**config.mk**
```make
export PLATFORM = sky130hd
export DESIGN_NAME = multiword_add_seq
export DESIGN_NICKNAME = d
export VERILOG_FILES = /design/src/rtl/multiword_add_seq_pkg.sv /design/src/rtl/multiword_add_seq_ripplecarrryadder.sv /design/src/rtl/multiword_add_seq.sv
export SDC_FILE = /design/constraint.sdc
export NUM_CORES = 1
export LEC_CHECK = 0
export BUFFER_PORTS_ARGS = -buffer_cell sky130_fd_sc_hd__clkbuf_2
export CAP_MARGIN = 20
export CORE_MARGIN = 2
export CORE_UTILIZATION = 49
export DETAILED_ROUTE_END_ITERATION = 8
export GPL_ROUTABILITY_DRIVEN = 0
export HOLD_SLACK_MARGIN = 0.05
export PLACE_DENSITY = 0.74
export SLEW_MARGIN = 10
export SYNTH_ARGS = -nofsm -noshare
export SYNTH_HDL_FRONTEND = slang
export SYNTH_SLANG_ARGS = --single-unit
export TNS_END_PERCENT = 20
```
**constraint.sdc**
```tcl
create_clock -name clk -period 2.62 [get_ports clk]
set_input_delay 0.131 -clock clk [delete_from_list [all_inputs] [get_ports clk]]
set_output_delay 0.131 -clock clk [all_outputs]
set_load 0.005 [all_outputs]
```
**src/rtl/multiword_add_seq_pkg.sv**
```systemverilog
// Shared definitions for the chunked multi-cycle adder: controller state codes
// and parameter-derived widths.
package multiword_add_seq_pkg;

  localparam logic [1:0] ST_IDLE = 2'd0;
  localparam logic [1:0] ST_RUN  = 2'd1;
  localparam logic [1:0] ST_DONE = 2'd2;

  function automatic int unsigned mw_width(input int unsigned chunk, input int unsigned nchunk);
    return chunk * nchunk;
  endfunction

  // Chunk index needs at least one bit even when there is only one chunk.
  function automatic int unsigned idx_width(input int unsigned n);
    return (n <= 1) ? 1 : $clog2(n);
  endfunction

endpackage

```
**src/rtl/multiword_add_seq_ripplecarrryadder.sv**
```systemverilog
// N-bit ripple-carry adder exposing the carry out of every bit position;
// Cout[SIZE-1] is the word carry, Cout[SIZE-2] the carry into the MSB.
module ripplecarrryadder #(
  parameter int unsigned SIZE = 4
) (
  input  logic [SIZE-1:0] A,
  input  logic [SIZE-1:0] B,
  input  logic            Cin,
  output logic [SIZE-1:0] S,
  output logic [SIZE-1:0] Cout
);

  logic w_c;

  always_comb begin
    S    = '0;
    Cout = '0;
    w_c  = Cin;
    for (int unsigned i = 0; i < SIZE; i++) begin
      S[i]    = A[i] ^ B[i] ^ w_c;
      Cout[i] = (A[i] & B[i]) | (w_c & (A[i] ^ B[i]));
      w_c     = Cout[i];
    end
  end

endmodule

```
**src/rtl/multiword_add_seq.sv**
```systemverilog
// WIDTH-bit add/subtract sequenced over NCHUNK cycles through one shared
// CHUNK-bit ripple-carry adder, LSB chunk first, carry registered between chunks.
module multiword_add_seq
  import multiword_add_seq_pkg::*;
#(
  parameter  int unsigned CHUNK  = 4,
  parameter  int unsigned NCHUNK = 4,
  localparam int unsigned WIDTH  = mw_width(CHUNK, NCHUNK)
) (
  input  logic             clk,
  input  logic             rst_n,
  input  logic             in_valid,
  output logic             in_ready,
  input  logic [WIDTH-1:0] a,
  input  logic [WIDTH-1:0] b,
  input  logic             cin,
  input  logic             sub,
  output logic             out_valid,
  input  logic             out_ready,
  output logic [WIDTH-1:0] sum,
  output logic             cout,
  output logic             ovf,
  output logic             busy
);

  localparam int unsigned IW = idx_width(NCHUNK);

  logic [1:0]       r_state;
  logic [IW-1:0]    r_idx;
  logic             r_carry;
  logic [WIDTH-1:0] r_a;
  logic [WIDTH-1:0] r_b;
  logic [WIDTH-1:0] r_sum;
  logic             r_cout;
  logic             r_ovf;

  logic [CHUNK-1:0] w_a_chunk;
  logic [CHUNK-1:0] w_b_chunk;
  logic [CHUNK-1:0] w_s;
  logic [CHUNK-1:0] w_cvec;
  logic             w_last;

  always_comb begin
    w_a_chunk = '0;
    w_b_chunk = '0;
    for (int unsigned i = 0; i < NCHUNK; i++) begin
      if (r_idx == IW'(i)) begin
        w_a_chunk = r_a[i*CHUNK +: CHUNK];
        w_b_chunk = r_b[i*CHUNK +: CHUNK];
      end
    end
  end

  assign w_last = (r_idx == IW'(NCHUNK - 1));

  ripplecarrryadder #(.SIZE(CHUNK)) u_adder (
    .A    (w_a_chunk),
    .B    (w_b_chunk),
    .Cin  (r_carry),
    .S    (w_s),
    .Cout (w_cvec)
  );

  always_ff @(posedge clk) begin
    if (!rst_n) begin
      r_state <= ST_IDLE;
      r_idx   <= '0;
      r_carry <= 1'b0;
      r_a     <= '0;
      r_b     <= '0;
      r_sum   <= '0;
      r_cout  <= 1'b0;
      r_ovf   <= 1'b0;
    end else begin
      case (r_state)
        ST_IDLE: begin
          if (in_valid) begin
            r_a     <= a;
            r_b     <= sub ? ~b : b;
            r_carry <= sub ? 1'b1 : cin;
            r_idx   <= '0;
            r_state <= ST_RUN;
          end
        end
        ST_RUN: begin
          for (int unsigned i = 0; i < NCHUNK; i++) begin
            if (r_idx == IW'(i)) r_sum[i*CHUNK +: CHUNK] <= w_s;
          end
          r_carry <= w_cvec[CHUNK-1];
          // idx wraps to 0 on the final chunk so it never exceeds NCHUNK-1.
          if (w_last) begin
            r_idx   <= '0;
            r_cout  <= w_cvec[CHUNK-1];
            r_ovf   <= w_cvec[CHUNK-1] ^ w_cvec[CHUNK-2];
            r_state <= ST_DONE;
          end else begin
            r_idx <= r_idx + 1'b1;
          end
        end
        ST_DONE: begin
          if (out_ready) r_state <= ST_IDLE;
        end
        default: r_state <= ST_IDLE;
      endcase
    end
  end

  assign in_ready  = rst_n && (r_state == ST_IDLE);
  assign out_valid = (r_state == ST_DONE);
  assign busy      = (r_state == ST_RUN) || (r_state == ST_DONE);
  assign sum       = r_sum;
  assign cout      = r_cout;
  assign ovf       = r_ovf;

endmodule

```
Word-level counts from Yosys, hierarchy flattened

Index checks and enable logic that the tools add are counted.

Bits in registers: 55
Bits in latches: 0
Bits in writable memories: 0
Bits in read-only memories: 0
Output and inout port bits: 21
Word-level logic and storage cells: 73
Memories kept: 0

$add $sub $neg: 1
Multiply operators: 0
Divide/modulo/power cells: 0
Order comparisons: 0
Eq/ne operators: 8
Shift-type cells: 0
Mux-type cells: 19
Bitwise logic cells: 22
Reduce and logical (&&, ||, !) cells: 12

Operator list:

| kind                                          | number |
|---|---|
| 2-to-1 mux 4 bit                              | 8 |
| 2-to-1 mux 16 bit                             | 1 |
| inverter 16 bit                               | 1 |
| AND reduction 2 bit                           | 6 |
| 2-to-1 mux 2 bit                              | 5 |
| bitwise XOR 1 bit                             | 9 |
| AND 1 bit                                     | 8 |
| == test 2 bit, second input constant          | 3 |
| case mux 2 bit (3 select lines)               | 1 |
| == test 2 x 1 -> 1 bit, second input constant | 2 |
| logical NOT 2 bit                             | 2 |
| != test 2 bit, second input constant          | 2 |
| bitwise OR 1 bit                              | 4 |
| case mux 2 bit (2 select lines)               | 1 |
| AND reduction 3 bit                           | 1 |
| adder 2 x 1 -> 2 bit, second input constant   | 1 |
| 2-to-1 mux 1 bit                              | 2 |
| != test 2 x 1 -> 1 bit, second input constant | 1 |
| case mux 1 bit (2 select lines)               | 1 |
| nonzero test 2 bit                            | 1 |
| logical AND 1 bit                             | 1 |
| logical OR 1 bit                              | 1 |

Logic depth before layout (Yosys ltp)

Gate-level depths: netlist of the first run.

Depth after elaboration: 15
Mapped depth: 16

Cells and area by module

Synthesis of the first run repeated with hierarchy kept, for this count alone.

Cells, all modules: 324
Area, all modules: 2736.4 µm²

By module, submodules not included:

| module            | times used | cells an instance | area an instance (µm²) |
|---|---|---|---|
| multiword_add_seq | 1          | 319               | 2648.8 |
| ripplecarrryadder | 1          | 5                 | 87.6 |

Worst setup path after synthesis of the first run

Ideal clock, no wire load.

Path kind: register to register
Start: register r_idx[0]
End: register r_ovf (netlist: ovf)
Arrival time: 2.828 ns
Setup slack: -0.279 ns
Stages on the path, launching flop included: 17
Path buffers: 1
Path through: dfxtp_1 inv_1 ha_1 buf_2 a21oi_1 o21ai_0 a22oi_1 fa_1 inv_1 fa_1 inv_1 fa_1 inv_1 fa_1 xnor2_1 nand2_1 a21oi_1

Longest elaborated chain between the ends: 15

RTL lines:

| item                           | line                                      | text |
|---|---|---|
| start, declared                | multiword_add_seq.sv:29                   | `logic [IW-1:0] r_idx;` |
| start signal, assigned         | multiword_add_seq.sv:97                   | `r_idx <= r_idx + 1'b1;` |
| logical NOT 2 bit              | multiword_add_seq.sv:47                   | `if (r_idx == IW'(i)) begin` |
| 2-to-1 mux 4 bit (4 in series) | multiword_add_seq.sv:47                   |  |
| bitwise XOR 1 bit              | multiword_add_seq_ripplecarrryadder.sv:21 | `Cout[i] = (A[i] & B[i]) \| (w_c & (A[i] ^ B[i]));` |
| AND 1 bit                      | multiword_add_seq_ripplecarrryadder.sv:21 |  |
| bitwise OR 1 bit               | multiword_add_seq_ripplecarrryadder.sv:21 |  |
| AND 1 bit                      | multiword_add_seq_ripplecarrryadder.sv:21 |  |
| bitwise OR 1 bit               | multiword_add_seq_ripplecarrryadder.sv:21 |  |
| AND 1 bit                      | multiword_add_seq_ripplecarrryadder.sv:21 |  |
| bitwise OR 1 bit               | multiword_add_seq_ripplecarrryadder.sv:21 |  |
| AND 1 bit                      | multiword_add_seq_ripplecarrryadder.sv:21 |  |
| bitwise OR 1 bit *             | multiword_add_seq_ripplecarrryadder.sv:21 |  |
| named net u_adder.w_c          | multiword_add_seq_ripplecarrryadder.sv:13 | `logic w_c;` |
| bitwise XOR 1 bit *            | multiword_add_seq.sv:94                   | `r_ovf <= w_cvec[CHUNK-1] ^ w_cvec[CHUNK-2];` |
| end signal, assigned           | multiword_add_seq.sv:94                   |  |
| end, declared                  | multiword_add_seq.sv:35                   | `logic r_ovf;` |

Mark *: on every way through the listed nets, which the timed path passes. The rest lies on a longest branch.
A chain may end at the register's enable or synchronous reset.

Worst setup path after layout of the first run

Start: register r_idx[1]
End: register r_sum[7] (netlist: sum[7])

Longest elaborated chain between the ends: 13

RTL lines:

| item                           | line                                      | text |
|---|---|---|
| logical NOT 2 bit              | multiword_add_seq.sv:47                   |  |
| 2-to-1 mux 4 bit (4 in series) | multiword_add_seq.sv:47                   |  |
| bitwise XOR 1 bit              | multiword_add_seq_ripplecarrryadder.sv:21 |  |
| AND 1 bit                      | multiword_add_seq_ripplecarrryadder.sv:21 |  |
| bitwise OR 1 bit               | multiword_add_seq_ripplecarrryadder.sv:21 |  |
| AND 1 bit                      | multiword_add_seq_ripplecarrryadder.sv:21 |  |
| bitwise OR 1 bit               | multiword_add_seq_ripplecarrryadder.sv:21 |  |
| AND 1 bit                      | multiword_add_seq_ripplecarrryadder.sv:21 |  |
| bitwise OR 1 bit               | multiword_add_seq_ripplecarrryadder.sv:21 |  |
| bitwise XOR 1 bit *            | multiword_add_seq_ripplecarrryadder.sv:20 | `S[i] = A[i] ^ B[i] ^ w_c;` |
| named net u_adder.S[3]         | multiword_add_seq_ripplecarrryadder.sv:9  | `output logic [SIZE-1:0] S,` |
| end signal, assigned by index  | multiword_add_seq.sv:87                   | `if (r_idx == IW'(i)) r_sum[i*CHUNK +: CHUNK] <= w_s;` |
| end, declared                  | multiword_add_seq.sv:33                   | `logic [WIDTH-1:0] r_sum;` |

Marked as above.

==> PnR_summary.wiki, run 1 <==
{| class="wikitable"
! Metric !! Value
|-
| Sequential share of power || around 41%
|-
| Switching share of total power || 37.4%
|-
| Violated checks || negative setup slack
|-
| Reported net switching power || 0.992 mW
|-
| Placement Setup Slack || -0.167 ns
|-
| Result of the run || finished, violations left
|-
| Netlist area before placement || 0.00272 mm2
|-
| Floorplan die width || 78.4 um
|-
| Routed wire length per instance || 12.8 um
|-
| Core box area || 0.00544 mm2
|-
| LEAKAGE || 1.33 nW
|-
| Antenna-violating nets left || 0
|-
| CP Capture Type || flop
|-
| Clock buffers created by TritonCTS || 5
|-
| Overall overflow remaining after global route || 0
|-
| Relative contribution of combinational cells to total power || 41.5%
|-
| Count of endpoints failing hold in the final timing report || 0
|-
| Most frequent cells in the layout || 63 x nand2_1, 58 x clkbuf_2, 53 x dfxtp_1
|-
| Layout cell share with drive strength beyond 1 || between 20% and 30%
|-
| Max Root-Sink Buffers || 2
|-
| Sink count of the clock tree || 55
|-
| Post-layout net count || 437
|-
| Placed cell areas || 0.00313 mm2
|-
| Clock tree from TritonCTS || built
|-
| Areal power density over the cells || 791 mW/mm2
|-
| Worst-case setup margin in the final layout || -0.139 ns
|-
| VDD IR-drop max || about 0.00049 V
|-
| Post-synthesis cell count || approximately 320
|-
| Number of pins exceeding their max-slew limit in the final report || 0
|-
| Total wirelength of the detailed-routed design || 5910 um
|-
| Number of antenna violations at the first check in global routing || 0
|-
| Area grow syn2layout || 23.5%
|-
| Number of global-route vias before repair || 2132
|-
| Part of the power in the clock network || 17.1%
|-
| Fill cell instance count of the final layout || 475
|-
| Commonest non-fill, non-tap cell in the layout || nand2_1
|-
| Hold Slack || 0.0512 ns
|-
| Startpoint class of the critical path || flop
|-
| Half-perimeter wire length after detailed placement || 4170 um
|-
| Highest clock frequency the design can meet || 362 MHz
|-
| Number of design rule violations left after detail routing || 0
|-
| Count of endpoints failing setup in the final report || 5
|-
| CTS clk-pin slew, worst paths || 0.09 ns
|-
| Yosys warning total || 0
|-
| Clock root cell || clkbuf_8
|-
| Diode count || 0
|-
| Skew-Pair Late Insertion Delay || 0.31 ns
|-
| Final critical-path share of the clock period || 105%
|-
| Maximum number of pins on one net before global-route repair || 41
|-
| Clk_skew || around 0.0055 ns
|-
| Cell area after layout || between 0.003 and 0.004 mm2
|-
| Maximum Capacitance Violations || 0
|-
| Worst Tran Pin Value || ~0.73 ns
|-
| Port Buffers || 58
|-
| Sum of negative setup slack || -0.523 ns
|-
| Required time of the worst setup path || 2.86 ns
|-
| Distinct cell type count of the synthesized netlist || 29
|-
| Number of rows created at floorplan || 27
|-
| Total number of vias || about 2300
|-
| Final critical-path required period || 2.76 ns
|-
| Pre-Repair DR Iteration Count || 4
|-
| #FFs+latches synth || 55
|-
| Overall fraction of global-route tracks in use || 20.0%
|-
| Largest fanout on the critical path || 9
|-
| Class of the tightest hold or removal check || input pin to flop
|-
| Boundary Pins || 59
|-
| Setup repair after global routing missed its margin || yes
|-
| Vias per cell || 5.09
|-
| Area of the die || 0.00615 mm2
|-
| Average cell area after synthesis || 8.51 um2
|-
| Crit Path Category || flop to flop
|-
| First-iteration detailed-routing DRC count || 118
|-
| Data arrival, critical path || 3.00 ns
|-
| Chip Height || approximately 80 um
|-
| Postcts setup bufs || 0
|-
| Effective utilization at floorplan || 49.9%
|-
| Internal power contribution || between 1.5 and 2 mW
|-
| Part of the Yosys area used for sequential elements || 40.6%
|-
| Global-route wire length before repair || 9780 um
|-
| Utilization after layout || 61.6%
|-
| CTS H-tree lvls || 2
|-
| Post-Syn Nets || 368
|-
| Max-slew headroom at the worst pin || 51.0%
|}
==> sequential cells by signal (all words and copies together), names as in the netlist <==
| register | count |
|---|---|
| r_a | 16 |
| r_b | 16 |
| r_idx | 2 |
| sum | 16 |
| r_carry | 1 |
| ovf | 1 |
| r_state | 2 |
| cout | 1 |
==> metrics by stage <==
stage | power, mW | cells
after detailed placement | 2.19 | 440
after global routing | 2.84 | 461
after global placement | 2.17 | 440
after floorplan | 1.98 | 319
final | 2.65 | 461
after CTS | 2.66 | 461
==> area by class of cell <==
type	count	area (um2)	share of cell area (%)
inverters	20	80.1	2.39
well taps	72	90.1	2.69
clock buffers	7	76.3	2.28
clock inverters	1	5.00	0.149
repair buffers	87	541	16.1
multi-input cells	219	1450	43.3
flip-flops and latches	55	1110	33.1
==> worst max-delay path, stage by stage (launching register included) <==
cell and delay (ns):
dfxtp_4 0.40, inv_4 0.05, ha_4 0.19, buf_4 0.16, a21oi_1 0.12, o21ai_0 0.09, a22o_1 0.22, fa_2 0.36
inv_2 0.06, fa_2 0.20, inv_2 0.04, fa_2 0.56, nand3_1 0.09, a21oi_1 0.13
==> timing repair <==
action                                  CTS  global route
cloned                                    0             0
pin swaps                                 7             0
gates resized for setup                   0             2
endpoints found under the setup margin    6             7
hold buffers                             13             0
hold endpoints to repair                 13             0
==> cell usage after synthesis <==
master | count | area [um2]
buf_12 | 2 | 40.0
a22o_1 | 4 | 35.0
a211oi_1 | 6 | 45.0
xnor2_1 | 13 | 114
inv_1 | 19 | 71.3
a22oi_1 | 4 | 30.0
or2b_1 | 1 | 7.51
and2_1 | 2 | 12.5
o41ai_1 | 1 | 8.76
inv_2 | 1 | 3.75
dfxtp_1 | 55 | 1100
a311oi_1 | 6 | 52.6
xor2_1 | 4 | 35.0
o21ai_0 | 8 | 40.0
buf_2 | 12 | 60.1
clkbuf_1 | 4 | 15.0
nor2_1 | 22 | 82.6
buf_6 | 3 | 33.8
a21oi_1 | 48 | 240
a211oi_2 | 12 | 150
buf_4 | 4 | 30.0
a32oi_1 | 2 | 17.5
nand2_1 | 63 | 236
o221ai_2 | 1 | 15.0
nand3_1 | 7 | 35.0
ha_1 | 7 | 87.6
fa_1 | 4 | 80.1
nor3_1 | 1 | 5.00
mux2i_1 | 3 | 30.0
==> final timing paths <==
path / depth (start not counted) / startpoint / slack, ns / to
worst max register to register: 13 / r_idx[1] / -0.14 / sum[7]
worst min-delay path: 3 / a[8] / 0.05 / r_a[8]
worst min register to register: 2 / r_a[11] / 0.47 / r_a[11]
worst max-delay path: 13 / r_idx[1] / -0.14 / sum[7]
==> power groups by stage <==
stage / Combinational, mW / Clock (mW) / Sequential, mW
after floorplan: 0.897 / 0 / 1.09
after global placement: 1.06 / 0 / 1.11
after detailed placement: 1.08 / 0 / 1.11
after CTS: 1.10 / 0.458 / 1.10
after global routing: 1.23 / 0.492 / 1.12
final: 1.10 / 0.452 / 1.10
==> cell families after synthesis <==
kind of cell	Yosys count	synth area share, %
AND/OR/NAND/NOR	96	14.0
buffers and inverters	45	9.35
multiplexers	3	1.11
flip-flops	55	40.6
XOR/XNOR	17	5.48
adder cells (fa/ha/maj)	11	6.18
AO/OA/AOI/OAI	92	23.4
==> routing by layer <==
layer | wire (um) | global-route usage (%)
met5 | 0 | 0
met4 | 65 | 5.26
met3 | 241 | 3.91
met2 | 2970 | 34.5
met1 | 2640 | 25.6
Power figures use the tool's default switching activity.
==> run 2: changes to the inputs <==
--- a/config.mk
+++ b/config.mk
@@ -8,11 +8,11 @@
 export BUFFER_PORTS_ARGS = -buffer_cell sky130_fd_sc_hd__clkbuf_2
 export CAP_MARGIN = 20
 export CORE_MARGIN = 2
-export CORE_UTILIZATION = 49
+export CORE_UTILIZATION = 55
 export DETAILED_ROUTE_END_ITERATION = 8
 export GPL_ROUTABILITY_DRIVEN = 0
 export HOLD_SLACK_MARGIN = 0.05
-export PLACE_DENSITY = 0.74
+export PLACE_DENSITY = 0.79
 export SLEW_MARGIN = 10
 export SYNTH_ARGS = -nofsm -noshare
 export SYNTH_HDL_FRONTEND = slang
==> constraint.sdc (replaced) <==
create_clock -name clk -period 3.4 [get_ports clk]
set_input_delay 0.17 -clock clk [delete_from_list [all_inputs] [get_ports clk]]
set_output_delay 0.17 -clock clk [all_outputs]
set_load 0.005 [all_outputs]
==> run 2 against run 1 <==
  * The run now ends clean
  * Core utilization rose by 2.8 points
  * Clock power fell by 15%
  * Critical path type unchanged
  * Sequential power fell by 24%
  * Setup slack improved by 0.46 ns
  * Via count fell by 3.4%
  * Die area fell by 10%
  * Routed wire length fell by 5.4%
  * Global-route usage rose by 1.8 points
==> PnR_summary.wiki, run 2 (synthesis gave the netlist of run 1 again) <==
{| class="wikitable"
! Metric !! Value
|-
| Origin of the worst setup path || r_idx[0]
|-
| Most frequent cells in the layout || 63 x nand2_1, 58 x clkbuf_2, 55 x dfxtp_1
|-
| Sum of negative setup slack || 0 ns
|-
| HP Start || a[9]
|-
| Post-layout net count || 415
|-
| Antenna-violating nets left || 0
|-
| First-iteration detailed-routing DRC count || 170
|-
| LEAKAGE || 1.23 nW
|-
| Vias per cell || between 5 and 6
|-
| Final critical-path required period || between 3 and 4 ns
|-
| Area of the die || 0.00551 mm2
|-
| CTS clk-pin slew, worst paths || 0.09 ns
|-
| Result of the run || finished clean
|-
| Crit Path Category || flop to flop
|-
| Commonest non-fill, non-tap cell in the layout || nand2_1
|-
| Overall fraction of global-route tracks in use || 21.8%
|-
| Areal power density over the cells || 646 mW/mm2
|-
| Placed cell areas || 0.00296 mm2
|-
| Clk_skew || between 0.005 and 0.006 ns
|-
| Skew-Pair Late Insertion Delay || 0.30 ns
|-
| Clock buffers created by TritonCTS || 5
|-
| Max Root-Sink Buffers || 2
|-
| Cell with the largest stage delay on the worst path || fa_1
|-
| Clock tree from TritonCTS || built
|-
| Met3 wire length || 291 um
|-
| Routed wire length per instance || 12.9 um
|-
| Clock root cell || clkbuf_8
|-
| Post-route insts no fill || about 430
|-
| Max-slew headroom at the worst pin || 35.4%
|-
| CTS H-tree lvls || 2
|-
| Wire length on met1 || ~2500 um
|-
| Number of cells after detailed placement || 426
|-
| Highest clock frequency the design can meet || 324 MHz
|-
| Count of endpoints failing hold in the final timing report || 0
|-
| Sink count of the clock tree || 55
|-
| Floorplan die width || 74.3 um
|-
| Number of global-route vias before repair || 2066
|-
| VDD IR-drop max || just over 0.0005 V
|-
| Start of the worst register-to-register path || r_idx[0]
|-
| Number of antenna violations at the first check in global routing || 0
|-
| Number of buffer and inverter instances along the worst setup path || 4
|-
| Class of the tightest hold or removal check || input pin to flop
|-
| Postcts setup bufs || 0
|-
| Met2 routed WL || 2710 um
|-
| Largest stage delay, worst path || between 0.5 and 0.6 ns
|-
| Number of pins exceeding their max-slew limit in the final report || 0
|-
| CP Capture Type || flop
|-
| Worst Tran Pin Value || 0.968 ns
|-
| Post-CTS Hold Buffers || 0
|-
| Port Buffers || 58
|-
| Final critical-path share of the clock period || 90.7%
|-
| Boundary Pins || a little under 60
|-
| Count of endpoints failing setup in the final report || 0
|-
| Area grow syn2layout || 12.9%
|-
| Pre-Repair DR Iteration Count || 4
|-
| Critical path's top delay family || adder cells
|-
| Global-route wire length before repair || just over 9000 um
|-
| Required time of the worst setup path || roughly 3.6 ns
|-
| Total number of vias || between 2000 and 2500
|-
| Cts repair resizes || 0
|-
| Cell area after layout || 0.00307 mm2
|-
| Core box area || about 0.0048 mm2
|-
| Effective utilization at floorplan || 57.1%
|-
| Cell-by-cell listing of the critical path || inv_1 > ha_2 > a21oi_1 > o21ai_0 > a22oi_1 > fa_1 > inv_1 > fa_1 > inv_1 > fa_1 > inv_1 > fa_1 > nand3_1 > a21oi_1
|-
| Number of rows created at floorplan || 25
|-
| Chip Height || roughly 74 um
|-
| Diode count || 0
|-
| Maximum Capacitance Violations || 0
|-
| Setup repair after global routing missed its margin || no
|-
| Overall overflow remaining after global route || 0
|-
| Total wirelength of the detailed-routed design || 5590 um
|-
| Half-perimeter wire length after detailed placement || between 4000 and 5000 um
|-
| Maximum number of pins on one net before global-route repair || 54
|-
| Startpoint class of the critical path || flop
|-
| Largest fanout on the critical path || 13
|-
| Layout cell share with drive strength beyond 1 || 23.7%
|-
| Highest Signal Layer || met4
|-
| Data arrival, critical path || 3.31 ns
|-
| Number of design rule violations left after detail routing || 0
|}
[run 2: tightest hold or removal path, stage by stage]
cell and delay [ns]:
clkbuf_2 0.08, nand2_1 0.04, a21oi_1 0.05
[run 2: through the flow]
| step | utilization (%) | worst slack (ns) | hold slack [ns] | total power [mW] |
|---|---|---|---|---|
| 6_report | 64.5 | 0.317 | 0.0788 | 1.98 |
| 5_1_grt | 64.5 | 0.0317 | 0.0823 | 2.13 |
| 4_1_cts | 64.4 | 0.193 | 0.0739 | 1.99 |
| 3_5_place_dp | 62.3 | 0.251 | 0.399 | 1.61 |
| 3_3_place_gp | 62.3 | 0.406 | 0.395 | 1.59 |
| 2_1_floorplan | - | 0.501 | 0.305 | 1.46 |
[run 2: where the power goes]
part | switching (mW) | internal, mW | total, mW
clock | 0.199 | 0.186 | 0.385
sequential | 0.0714 | 0.766 | 0.837
combinational | 0.454 | 0.304 | 0.757
total | 0.724 | 1.26 | 1.98
[run 2: area by class of cell]
class,instances,area (um2)
Clock buffer,8,100
Inverter,20,75.1
Sequential cell,55,1100
Multi-Input combinational cell,219,1360
Timing Repair Buffer,65,343
Fill cell,438,1690
Tap cell,67,83.8
[run 2: worst paths after layout]
path	slack, ns	endpoint	cells past startpoint
setup / recovery	0.32	sum[11]	14
setup reg to reg	0.32	sum[11]	14
hold reg to reg	0.46	sum[5]	2
hold / removal	0.08	r_a[9]	3
[run 2: layer usage]
metal | GRT usage [%] | vias up
li1 | - | 1163
met1 | 29.2 | 1037
met2 | 36.4 | 62
met3 | 4.88 | 4
met4 | 4.76 | 0
met5 | 0 | -
